===== src/rtl/regfile_dump_reader.sv =====
// -----------------------------------------------------------------------------
// regfile_dump_reader
//
// Purpose:
//   Read-side companion to the processor register file. A start pulse makes the
//   block walk the combinational read port from FIRST_REG up to NUM_REGS-1 and
//   stream every word out over a valid/ready handshake. The checker/debug path
//   uses it to dump architectural state without touching the write port.
//
// Optional feature (compile-time macro):
//   REGFILE_DUMP_SKIP_ZERO_EN - registers that read as zero are not presented.
//                               Each skipped register costs one cycle.
//
// Ports:
//   clk        in   system clock, rising edge
//   clear      in   synchronous active-high reset, highest priority
//   start      in   one-cycle dump request, honoured only in IDLE
//   rd_addr    out  register file read address
//   rd_data    in   register file read data (combinational from rd_addr)
//   out_valid  out  out_data/out_addr hold a word
//   out_ready  in   consumer takes the word when out_valid && out_ready
//   out_data   out  dumped register value
//   out_addr   out  address of out_data
//   busy       out  high from the cycle after start is accepted until DONE left
//   done       out  one-cycle pulse after the final word is accepted
// -----------------------------------------------------------------------------
module regfile_dump_reader #(
  parameter int DATA_WIDTH = 32,
  parameter int ADDR_WIDTH = 5,
  parameter int NUM_REGS   = 32,
  parameter int FIRST_REG  = 0
) (
  input  logic                  clk,
  input  logic                  clear,
  input  logic                  start,
  output logic [ADDR_WIDTH-1:0] rd_addr,
  input  logic [DATA_WIDTH-1:0] rd_data,
  output logic                  out_valid,
  input  logic                  out_ready,
  output logic [DATA_WIDTH-1:0] out_data,
  output logic [ADDR_WIDTH-1:0] out_addr,
  output logic                  busy,
  output logic                  done
);

  typedef enum logic [1:0] {
    S_IDLE,
    S_FETCH,
    S_SEND,
    S_DONE
  } state_e;

  // Full-width constants so the end-of-walk compare never relies on wrap.
  localparam logic [ADDR_WIDTH-1:0] FIRST_IDX = ADDR_WIDTH'(FIRST_REG);
  localparam logic [ADDR_WIDTH-1:0] LAST_IDX  = ADDR_WIDTH'(NUM_REGS - 1);

  state_e                  state_q, state_d;
  logic [ADDR_WIDTH-1:0]   idx_q, idx_d;
  logic [DATA_WIDTH-1:0]   out_data_q, out_data_d;
  logic [ADDR_WIDTH-1:0]   out_addr_q, out_addr_d;
  logic                    out_valid_q, out_valid_d;

  // NOTE: state registers use non-blocking assignments so every flop samples
  // the pre-edge value of every other flop, independent of process order.
  always_ff @(posedge clk) begin
    if (clear) begin
      state_q     <= S_IDLE;
      idx_q       <= FIRST_IDX;
      out_data_q  <= '0;
      out_addr_q  <= '0;
      out_valid_q <= 1'b0;
    end else begin
      state_q     <= state_d;
      idx_q       <= idx_d;
      out_data_q  <= out_data_d;
      out_addr_q  <= out_addr_d;
      out_valid_q <= out_valid_d;
    end
  end

  // NOTE: every signal written below gets a default first, so no path through
  // the case statement can leave one unassigned and infer a latch.
  always_comb begin
    state_d     = state_q;
    idx_d       = idx_q;
    out_data_d  = out_data_q;
    out_addr_d  = out_addr_q;
    out_valid_d = out_valid_q;
    rd_addr     = '0;

    unique case (state_q)
      S_IDLE: begin
        if (start) begin
          idx_d   = FIRST_IDX;
          state_d = S_FETCH;
        end
      end

      S_FETCH: begin
        rd_addr = idx_q;
`ifdef REGFILE_DUMP_SKIP_ZERO_EN
        if (rd_data == '0) begin
          // Zero word: advance straight from FETCH without presenting it.
          if (idx_q == LAST_IDX) begin
            state_d = S_DONE;
          end else begin
            idx_d = idx_q + 1'b1;
          end
        end else begin
          out_data_d  = rd_data;
          out_addr_d  = idx_q;
          out_valid_d = 1'b1;
          state_d     = S_SEND;
        end
`else
        out_data_d  = rd_data;
        out_addr_d  = idx_q;
        out_valid_d = 1'b1;
        state_d     = S_SEND;
`endif
      end

      S_SEND: begin
        // The word was captured in FETCH; rd_data is ignored here.
        rd_addr = idx_q;
        if (out_ready) begin
          out_valid_d = 1'b0;
          if (idx_q == LAST_IDX) begin
            state_d = S_DONE;
          end else begin
            idx_d   = idx_q + 1'b1;
            state_d = S_FETCH;
          end
        end
      end

      S_DONE: begin
        state_d = S_IDLE;
      end

      default: begin
        state_d = S_IDLE;
      end
    endcase
  end

  assign out_valid = out_valid_q;
  assign out_data  = out_data_q;
  assign out_addr  = out_addr_q;
  assign busy      = (state_q != S_IDLE);
  assign done      = (state_q == S_DONE);

endmodule

===== config.mk =====
export PLATFORM = sky130hd
export DESIGN_NAME = regfile_dump_reader
export DESIGN_NICKNAME = d
export VERILOG_FILES = /design/src/rtl/regfile_dump_reader.sv
export SDC_FILE = /design/constraint.sdc
export NUM_CORES = 1
export LEC_CHECK = 0
export CAP_MARGIN = 20
export CORE_MARGIN = 5
export CORE_UTILIZATION = 40
export DETAILED_ROUTE_END_ITERATION = 12
export DONT_BUFFER_PORTS = 1
export SYNTH_ARGS = -nofsm -noshare
export SYNTH_HDL_FRONTEND = slang
export SYNTH_SLANG_ARGS = --single-unit

===== constraint.sdc =====
create_clock -name clk -period 3.05 [get_ports clk]
set_input_delay 0.1525 -clock clk [delete_from_list [all_inputs] [get_ports clk]]
set_output_delay 0.1525 -clock clk [all_outputs]
set_load 0.01 [all_outputs]

# ---- Word-level counts from Yosys, hierarchy flattened
# Cells that the tools add are included.
# W data, S select, Z words.
dict set report totals {
  in_bits 36
  register_bits 45
  elab_cells 32
}
dict set report classes {
  reduce_logical 8
  addsub 1
  eq_ne 7
  mux 11
}
# operator count
set op_table {}
lappend op_table {{$mux W5} 4}
lappend op_table {{$pmux W5 S2} 1}
lappend op_table {{$pmux W2 S4} 1}
lappend op_table {{$mux W2} 3}
lappend op_table {{$ne A2 B2 Y1 const B} 3}
lappend op_table {{$reduce_bool A2 Y1} 3}
lappend op_table {{$add A5 B1 Y5 const B} 1}
lappend op_table {{$eq A5 B5 Y1 const B} 1}
lappend op_table {{$eq A2 B2 Y1 const B} 2}
lappend op_table {{$reduce_and A2 Y1} 2}
lappend op_table {{$reduce_and A4 Y1} 1}
lappend op_table {{$eq A2 B1 Y1 const B} 1}
lappend op_table {{$logic_not A2 Y1} 1}
lappend op_table {{$pmux W1 S2} 1}
lappend op_table {{$reduce_or A2 Y1} 1}
lappend op_table {{$mux W1} 1}

# ---- Depth between registers and ports, before layout
dict set report logic_depth {
  ltp_word 4
  mapped_depth 7
}

# ---- Least setup slack after synthesis
# Ideal clock, no wire load.
dict set report synth_path {
  kind {register -> register}
  startpoint {register idx_q[0]}
  endpoint {register idx_q[3]}
  stages_incl_launch_ff 8
  path_buffers 0
  path_slack_ps 1211
  arrival_ps 1722
  setup_time_ps 117
  required_time_ps 2933
  cell_sequence {dfxtp_1 -> ha_1 -> and3_1 -> ha_1 -> nand2b_1 -> a211oi_4 -> nand2_1 -> a32o_1}
}
dict set report synth_between {
  elab_chain_len 4
  elab_cells_between_ends 7
  cone_classes {add/sub: 1; eq/ne: 2; mux: 3; reduce/logical: 1}
}
# element line
set synth_lines {}
lappend synth_lines {{start: declaration} 58} ;# logic [ADDR_WIDTH-1:0] idx_q, idx_d;
lappend synth_lines {{start signal: assignment} 74} ;# idx_q <= idx_d;
lappend synth_lines {{$add A5 B1 Y5} 131} ;# idx_d = idx_q + 1'b1;
lappend synth_lines {{$mux W5} 128} ;# if (idx_q == LAST_IDX) begin
lappend synth_lines {{$mux W5} 126} ;# if (out_ready) begin
lappend synth_lines {{$pmux W5 S2} 91} ;# unique case (state_q)
# Several ways; a longest one is shown, not always the timed one. The select of a mux whose other input is x is not followed.
# A chain may end at the register's enable or synchronous reset.

# ---- Worst setup path after layout
# Ends and elaborated chain as after synthesis.

==> results.md <==
* Port bufs at 0
* Asr flop ratio synth at 0%
* Post-synthesis sequential area ratio at 50.1%
* Critical path required time at 3.22 ns
* GRT Overall Usage at 13.2%
* Leakage at 0.778 nW
* Most common cell after layout, fill and taps aside: dfxtp_1
* Crit path arrival time at 2.21 ns
* Final WL at 3730 um
* CTS buffer count at 5
* Met2 Usage GRT at 21.8%
* GR peak layer: met2
* CTS tree: done
* Power Density at 716 nW/um^2
* Initial antenna violation count at 0
* CP peak stage delay at 0.43 ns
* Post-DP Area at 1830 sq um
* Fin nets at 220
* Finished layout cell area at 1920 sq um
* Rows at 24
* Sw Share at 30.9%
* Vias post-DR at 1203
* Synth top area cells: dfxtp_1 (50%), mux2i_1 (22%), nor2_1 (8.8%)
* EDFF count, synth at 0
* Status: completed
* CTS Hold Buffers Added at 1
* Syn Inst Count at 179
* First-pass GRT wire length at 6270 um
* RSZ-0062 raised after global routing: false
* Post-synth cell types at 23
* # IOs at 81
* Worst reg2reg path depth at 7
* N_diodes at 0
* Drt wl/cell at 16.3 um
* Post-Syn Nets at 221
* Die ar. at 5940 sq um
* Vias per cell at 5.25
* Critical Path Start: idx_q[0]
* Yosys warns at 0
* Non-Filler Instances at 229
* NetSw at 0.426 mW
* HP Class: in -> reg
* RePlAce Congestion at 0.742
* Max-cap viol count at 0
* CP Cell Sequence: ha_1 > and3_1 > ha_1 > nand2b_1 > a211oi_4 > nand2_1 > a32o_1
* Number of global-route vias before repair at 1250
* Clk_lat worst skew at 0.28 ns
* Clk network pwr share at 23.5%
* Max VDD drop at 0.382 mV
* CP max FO at 7
* Post-synth top area cell: dfxtp_1
* R2r setup slk at 1.01 ns
* Worst slew margin at 66.3%
* Cells after DPL at 222
* Synthesized area per cell at 10.1 sq um
* Count of state elements after synthesis at 45
* Count of final hold-check violations at 0
* Critical path endpoint: idx_q[3]
* Global route overflow at 0
* Worst setup SP type: flip-flop
* Mapped Area at 1800 sq um
* HPWL after detailed placement at 2740 um
* Worst Setup End Kind: flip-flop
* Register area at 901 sq um
* Met1 Usage GRT at 14.5%
* Pre-antenna DRT Iters at 4
* Fill cells at 422
* Largest net degree at the start of global routing at 45
* Worst-path clk slew at 0.07 ns
* Die Wd at 77.1 um
* Most frequent cells in the layout: dfxtp_1 (45), nor2_1 (42), mux2i_1 (40)
* Highest Clock Rate at 490 MHz
* Drt first-iter violations at 77
* Setup TNS at 0 ns
* H-Tree Depth at 2
* Yosys top cell area share at 50.1%
* Root Buffer Master: clkbuf_8
* Post-route DRC at 0
* Critical register-to-register path startpoint: idx_q[0]
* Comb pwr share at 23.0%
* Clock Tree Buf Depth at 2
* Sink Count at 45
* Final worst path period share at 66.9%
* Cts repair resizes at 0
* # Post-CTS Setup Buffers at 0
* Internal power at 0.952 mW
* Count of final setup violators at 0
* Die Ht at 77.1 um
* Antenna Nets Post-Route at 0
* Layout cell share with drive strength beyond 1 at 6.78%
* Area taken by multi-input logic gates at 842 sq um
* Worst-Margin Slew at 0.506 ns
* Crit path time final at 2.04 ns
* Initial Util at 41.3%
* Core box area at 4350 sq um
* Layout overhead on the synthesized area at 6.95%
* Worst flop-to-flop path endpoint: idx_q[3]
* Most frequent CP cell: ha_1
* Max-slew violation count at 0
* Sequential group share of total power at 53.5%
* Kind of critical path: reg -> reg
* Ys flop type: dfxtp_1
* Final Skew at 0.00208 ns
* Crit-path slowest cell: a211oi_4
* Met3 GRT Util at 6.67%
## cells in the mapped netlist, types with 2 or more instances
| cell | instances |
|---|---|
| dfxtp_1 | 45 |
| buf_1 | 2 |
| nor3_1 | 2 |
| mux2i_1 | 40 |
| nor2_1 | 42 |
| inv_1 | 4 |
| ha_1 | 6 |
| clkbuf_1 | 3 |
| nand2_1 | 4 |
| nor2b_1 | 4 |
| nand3_1 | 2 |
| buf_2 | 5 |
| and2_1 | 7 |
| a21oi_1 | 4 |
## how the worst min path moves through the flow
| stage | from | cells after the start | slack, ns | end |
|---|---|---|---|---|
| CTS | rd_data[28] | 2 | 0.006 | out_data[28] |
| detailed placement | clear | 1 | 0.23 | out_data[5] |
| global placement | clear | 1 | 0.23 | state_q[1] |
| floorplan | rd_data[10] | 2 | 0.30 | out_data[10] |
| finish | rd_data[28] | 2 | 0.02 | out_data[28] |
| global route | rd_data[7] | 2 | 0.006 | out_data[7] |
## per-stage QoR
step | total power, mW | hold slack (ns) | util, % | setup slack (ns)
floorplan | 1.01 | 0.300 | - | 1.21
global placement | 1.05 | 0.229 | 42.0 | 1.13
detailed placement | 1.06 | 0.232 | 42.0 | 1.02
CTS | 1.40 | 0.00638 | 44.2 | 1.00
global route | 1.47 | 0.00596 | 44.2 | 0.899
finish | 1.38 | 0.0212 | 44.2 | 1.01
## power by group through the flow
stage	clock (mW)	sequential (mW)	combinational, mW
3_3_place_gp	0	0.751	0.295
4_1_cts	0.342	0.740	0.321
2_1_floorplan	0	0.735	0.276
6_report	0.323	0.737	0.317
5_1_grt	0.367	0.747	0.357
3_5_place_dp	0	0.752	0.311
## kinds of logic after synthesis
kind of cell / share of synthesized area (%)
AO/OA/AOI/OAI: 3.76
flip-flops: 50.1
buffers and inverters: 3.27
adder cells (fa/ha/maj): 4.17
AND/OR/NAND/NOR: 16.5
multiplexers: 22.3
## registers in the layout, indices dropped and copies added, names as in the netlist
name       cells
out_data      32
idx_q          5
out_addr       5
state_q        2
out_valid      1
## cell type report
class                      count  area share (%)
clock buffer                   5            3.58
timing repair buffer           2            1.43
clock inverter                 1           0.260
sequential                    45            46.8
inverter                       4           0.780
tap                           52            3.38
multi-input combinational    120            43.8
## metal layers
layer | wire (um) | vias to the layer above
met5 | 0 | -
met4 | 23 | 0
met3 | 295 | 2
met2 | 1920 | 53
met1 | 1490 | 560
li1 | - | 588
## worst max-delay path: cells and delay by family (launching register included)
| family | cells | cell delay (ns) |
|---|---|---|
| compound gates | 2 | 0.66 |
| fa+ha+maj | 2 | 0.42 |
| flops | 1 | 0.36 |
| simple gates | 3 | 0.48 |
(Power assumes the default switching activity.)
